<file path="config.mk">
export PLATFORM = sky130hd
export DESIGN_NAME = param_mod_counter
export DESIGN_NICKNAME = d
export VERILOG_FILES = /design/src/rtl/param_mod_counter_pkg.sv /design/src/rtl/param_mod_counter_epoch.sv /design/src/rtl/param_mod_counter.sv
export SDC_FILE = /design/constraint.sdc
export NUM_CORES = 1
export LEC_CHECK = 0
export CORE_MARGIN = 10
export CORE_UTILIZATION = 41
export DETAILED_ROUTE_END_ITERATION = 8
export HOLD_SLACK_MARGIN = 0.1
export PLACE_DENSITY = 0.73
export SLEW_MARGIN = 5
export SYNTH_ARGS = -nofsm -noshare
export SYNTH_HDL_FRONTEND = slang
export SYNTH_SLANG_ARGS = --single-unit
export TNS_END_PERCENT = 5
</file>
<file path="constraint.sdc">
create_clock -name clk -period 1.76 [get_ports clk]
set_input_delay 0.44 -clock clk [delete_from_list [all_inputs] [get_ports clk]]
set_output_delay 0.44 -clock clk [all_outputs]
set_load 0.01 [all_outputs]
</file>
<file path="src/rtl/param_mod_counter_pkg.sv">
// Shared types and default sizing for the modulo counter.
package param_mod_counter_pkg;

  typedef enum logic {
    CNT_DOWN = 1'b0,
    CNT_UP   = 1'b1
  } cnt_mode_e;

  localparam int DEF_WIDTH   = 4;
  localparam int DEF_MODULUS = 12;
  localparam int DEF_EPOCH_W = 8;

endpackage

</file>
<file path="src/rtl/param_mod_counter_epoch.sv">
// Wrap tally: counts wrap events since reset, rolling over at 2**EPOCH_W.
module mod_cnt_epoch #(
  parameter int EPOCH_W = 8
) (
  input  logic               clk,
  input  logic               rst_n,
  input  logic               inc,
  output logic [EPOCH_W-1:0] epoch
);

  // Tally register, advanced by one on each wrap event.
  always_ff @(posedge clk or negedge rst_n) begin
    if (!rst_n) begin
      epoch <= '0;
    end else if (inc) begin
      epoch <= epoch + EPOCH_W'(1);
    end
  end

endmodule

</file>
<file path="src/rtl/param_mod_counter.sv">
// Modulo-MODULUS up/down counter with synchronous load, terminal count,
// wrap pulse, out-of-range load flag and a wrap tally.
// Build option: define PARAM_MOD_COUNTER_SAT_EN to pin the count at its
// limits instead of wrapping (wrap then pulses while pinned, epoch frozen).
module param_mod_counter
  import param_mod_counter_pkg::*;
#(
  parameter int WIDTH   = DEF_WIDTH,
  parameter int MODULUS = DEF_MODULUS,
  parameter int EPOCH_W = DEF_EPOCH_W
) (
  input  logic               clk,
  input  logic               rst_n,
  input  logic               en,
  input  logic               load,
  input  logic               mode,
  input  logic [WIDTH-1:0]   data_in,
  output logic [WIDTH-1:0]   data_out,
  output logic               tc,
  output logic               wrap,
  output logic               load_err,
  output logic [EPOCH_W-1:0] epoch
);

  // One extra bit so MODULUS = 2**WIDTH is representable in compares.
  localparam logic [WIDTH:0]   MOD_EXT = (WIDTH+1)'(MODULUS);
  localparam logic [WIDTH-1:0] CNT_MAX = WIDTH'(MODULUS - 1);

  cnt_mode_e        mode_e;
  logic [WIDTH:0]   din_ext;
  logic [WIDTH:0]   up_ext;
  logic [WIDTH:0]   dn_ext;
  logic             up_wrap;
  logic             dn_wrap;
  logic [WIDTH-1:0] cnt_d;
  logic             wrap_d;
  logic             err_d;
  logic             epoch_inc;

  assign mode_e  = cnt_mode_e'(mode);
  assign din_ext = {1'b0, data_in};
  assign up_ext  = {1'b0, data_out} + (WIDTH+1)'(1);
  assign dn_ext  = {1'b0, data_out} - (WIDTH+1)'(1);
  // Stepping past the top reaches MODULUS; stepping below zero borrows.
  assign up_wrap = (up_ext == MOD_EXT);
  assign dn_wrap = dn_ext[WIDTH];

  // Terminal count follows the current mode immediately.
  always_comb begin
    tc = 1'b0;
    if (mode_e == CNT_UP) begin
      tc = (data_out == CNT_MAX);
    end else begin
      tc = (data_out == '0);
    end
  end

  // Next count: load beats enable, enable beats hold.
  always_comb begin
    cnt_d     = data_out;
    wrap_d    = 1'b0;
    err_d     = 1'b0;
    epoch_inc = 1'b0;
    if (load) begin
      if (din_ext < MOD_EXT) begin
        cnt_d = data_in;
      end else begin
        cnt_d = CNT_MAX;
        err_d = 1'b1;
      end
    end else if (en) begin
      if (mode_e == CNT_UP) begin
        if (up_wrap) begin
          wrap_d = 1'b1;
`ifdef PARAM_MOD_COUNTER_SAT_EN
          cnt_d = CNT_MAX;
`else
          cnt_d     = '0;
          epoch_inc = 1'b1;
`endif
        end else begin
          cnt_d = up_ext[WIDTH-1:0];
        end
      end else begin
        if (dn_wrap) begin
          wrap_d = 1'b1;
`ifdef PARAM_MOD_COUNTER_SAT_EN
          cnt_d = '0;
`else
          cnt_d     = CNT_MAX;
          epoch_inc = 1'b1;
`endif
        end else begin
          cnt_d = dn_ext[WIDTH-1:0];
        end
      end
    end
  end

  // Count and one-cycle status pulses; reset drops any pending pulse.
  always_ff @(posedge clk or negedge rst_n) begin
    if (!rst_n) begin
      data_out <= '0;
      wrap     <= 1'b0;
      load_err <= 1'b0;
    end else begin
      data_out <= cnt_d;
      wrap     <= wrap_d;
      load_err <= err_d;
    end
  end

  mod_cnt_epoch #(
    .EPOCH_W (EPOCH_W)
  ) u_epoch (
    .clk   (clk),
    .rst_n (rst_n),
    .inc   (epoch_inc),
    .epoch (epoch)
  );

endmodule

</file>
==> flow_metrics.tcl <==
set metrics [dict create \
    outcome "complete, but fails checks" \
    violations "setup timing" \
    ys_types 33 \
    p_per_area_mw_per_mm2 797.3 \
    startpoint_type "input pin" \
    yosysSeqAreaShare_pct 43.41 \
    layout_common_cells "17 x clkdlybuf4s50_1, 17 x buf_4, 11 x dfrtp_1" \
    top_level_ports 24 \
    switchingPower_w 0.0003080 \
    holdBufCountCts 0 \
    worstMarginPinSlew_ps 297.5 \
    synth.top_cell.area_share_pct 43.41 \
    drv_slew 0 \
    dr.pass1.iters 4 \
    final_util_pct 69.31 \
    synthesis.nets 94 \
    arrival_ps 1550 \
    ys.flop_type "dfrtp_1" \
    initial_core_util_pct 44.79 \
    yosysWarnings 0 \
    synth_area_um2 807.0 \
    fin_crit_sh_pct 113.1 \
    cts_tree "yes" \
    synth_edf_count 0 \
    required_ps 1320 \
    pwr-share-clk_pct 23.0 \
    first_iter_violations 20 \
    fin_nets 136 \
    clkTransAtPathRegs_ps 80 \
    n_fill_cell 145 \
    multi_input_area_um2 447.9 \
    die_w_um 64.37 \
    drtAntennaViolNets 0 \
    grt_pass1_vias 736 \
    port_buffers 23 \
    max-vdd-ir-drop_mv 0.7676 \
    htreeDepth 1 \
    synth_top_cell_by_area "dfrtp_1" \
    setup_slack_ps -230.2 \
    hold_viol 0 \
    avgSynthCellArea_um2 9.842 \
    final.setup.tns_ps -918.5 \
    synthCells 82 \
    seq_power_share_pct 40.6 \
    dpl_worst_slack_ps -696.6 \
    seqCellArea_um2 354.1 \
    cts.sinks 14 \
    p_int_w 0.0006876 \
    dieArea_mm2 0.004143 \
    drc 0 \
    grt.total_usage_pct 10.31 \
    place_hpwl_um 1623 \
    clk_latency_ps 280 \
    clk_path_buf_depth 2 \
    crit_start "mode" \
    grt-ovfl-total 0 \
    switching_share_pct 30.93 \
    post_drt_wl_per_cell_um 14.03 \
    leakage_nw 0.5637 \
    synth.area.top_cells "dfrtp_1 43%, xnor2_1 6.5%, a21oi_1 5.0%, ha_1 4.7%, nand2_1 3.7%" \
    root_buffer "clkbuf_4" \
    fmaxAchievable_mhz 502.5 \
    die_y_um 64.37 \
    grt_pass1_wl_um 3491 \
    cts_buffers 3 \
    relSlewSlack_pct 79.98 \
    hp-class "input pin to async pin" \
    min_period_ps 1990 \
    route.vias.total 765 \
    wirelength_um 2076 \
    fp-row-count 15 \
    cp_max_fo 2 \
    r2r-start "data_out[1]" \
    area_growth_pct 54.73 \
    crit_type "input pin to primary output" \
    async_flop_share_pct 100.0 \
    design.core.area_mm2 0.001802 \
    diodes 0 \
    drv_cap 0 \
    setup_viol 9 \
    gp_congestion 0.8336 \
    finClkSkew_ps 1.777 \
    antenna_found_initial 0 \
    reg2reg_slack_ps -120 \
    rsz0062_at_grt "true" \
    layout-drive-gt1-share_pct 27.64 \
    ys_ff_latch 14 \
    pwr-share-comb_pct 36.4 \
    grt_start_max_net_pins 15 \
    via_per_inst 5.169 \
    worstSetupEndpointType "primary output" \
]
==> routing by layer <==
layer	GRT usage, %	vias to the layer above	part of all wire, %
met3	4.530	2	7.6
met1	11.96	364	42
li1	-	376	-
met4	1.604	0	0.53
met2	17.36	23	49
met5	0	-	0
==> layout make-up <==
| type | instances | share of cell area (%) |
|---|---|---|
| Multi-Input combinational cell | 59 | 35.87 |
| Tap cell | 25 | 2.505 |
| Clock buffer | 4 | 2.906 |
| Sequential cell | 14 | 28.36 |
| Inverter | 6 | 1.804 |
| Timing Repair Buffer | 40 | 28.56 |
==> state kept, by name, summed over array words and instances, names as in the netlist <==
| register | cells |
|---|---|
| u_epoch.epoch | 8 |
| data_out | 4 |
| load_err | 1 |
| wrap | 1 |
==> power by group through the flow <==
stage / sequential, W / combinational (W) / clock (W)
5_1_grt: 0.000411 / 0.000397 / 0.000250
2_1_floorplan: 0.000435 / 0.000144 / 0
4_1_cts: 0.000403 / 0.000362 / 0.000236
6_report: 0.000404 / 0.000363 / 0.000229
3_3_place_gp: 0.000408 / 0.000356 / 0
3_5_place_dp: 0.000409 / 0.000363 / 0
==> critical path: stages <==
cell             delay, ps
clkdlybuf4s50_1        420
or4b_4                 500
nand2_2                 80
buf_6                  100
==> Yosys cell counts (all sizes together) (2+ instances only) <==
library cell and count:
a311oi 2, nand4 2, o21ai 2, nand2b 2
inv 6, nand3 3, ha 3, nor2 3
a21oi 9, a211oi 2, dfrtp 14, xnor2 6
o31a 2, clkbuf 2, nand2 8
==> per-stage QoR <==
stage                     hold slack (ps)  instances  cell area [µm²]  total power [W]
final                               466.0        148             1249        0.0009956
after global routing                482.3        148             1249         0.001057
after CTS                           469.3        147             1237         0.001001
after detailed placement            473.9        143             1195        0.0007713
after global placement              460.3        143             1195        0.0007642
after floorplan                     144.4         82            825.8        0.0005788
==> path summary, 6_finish.rpt <==
path,cells after the start,endpoint
max,4,tc
min,2,u_epoch.epoch[6]
max reg2reg,7,u_epoch.epoch[5]
min reg2reg,1,u_epoch.epoch[7]
max in group asynchronous,2,data_out[1]
min in group clk,1,u_epoch.epoch[7]
==> logic make-up after synthesis <==
family          after synthesis  synth area share (%)
flops                        14                 43.41
buf+inv                       9                 4.341
simple gates                 26                 18.29
xor+xnor                      7                 7.597
compound gates               21                 19.07
fa+ha+maj                     3                 4.652
mux                           2                 2.636
==> timing repair <==
item,4_1_cts,5_1_grt
buffers inserted,0,1
cloned,0,0
setup endpoints to repair,13,11
pin swaps,2,0
gates resized for setup,11,2
No activity file was read; power rests on OpenSTA's default activity.
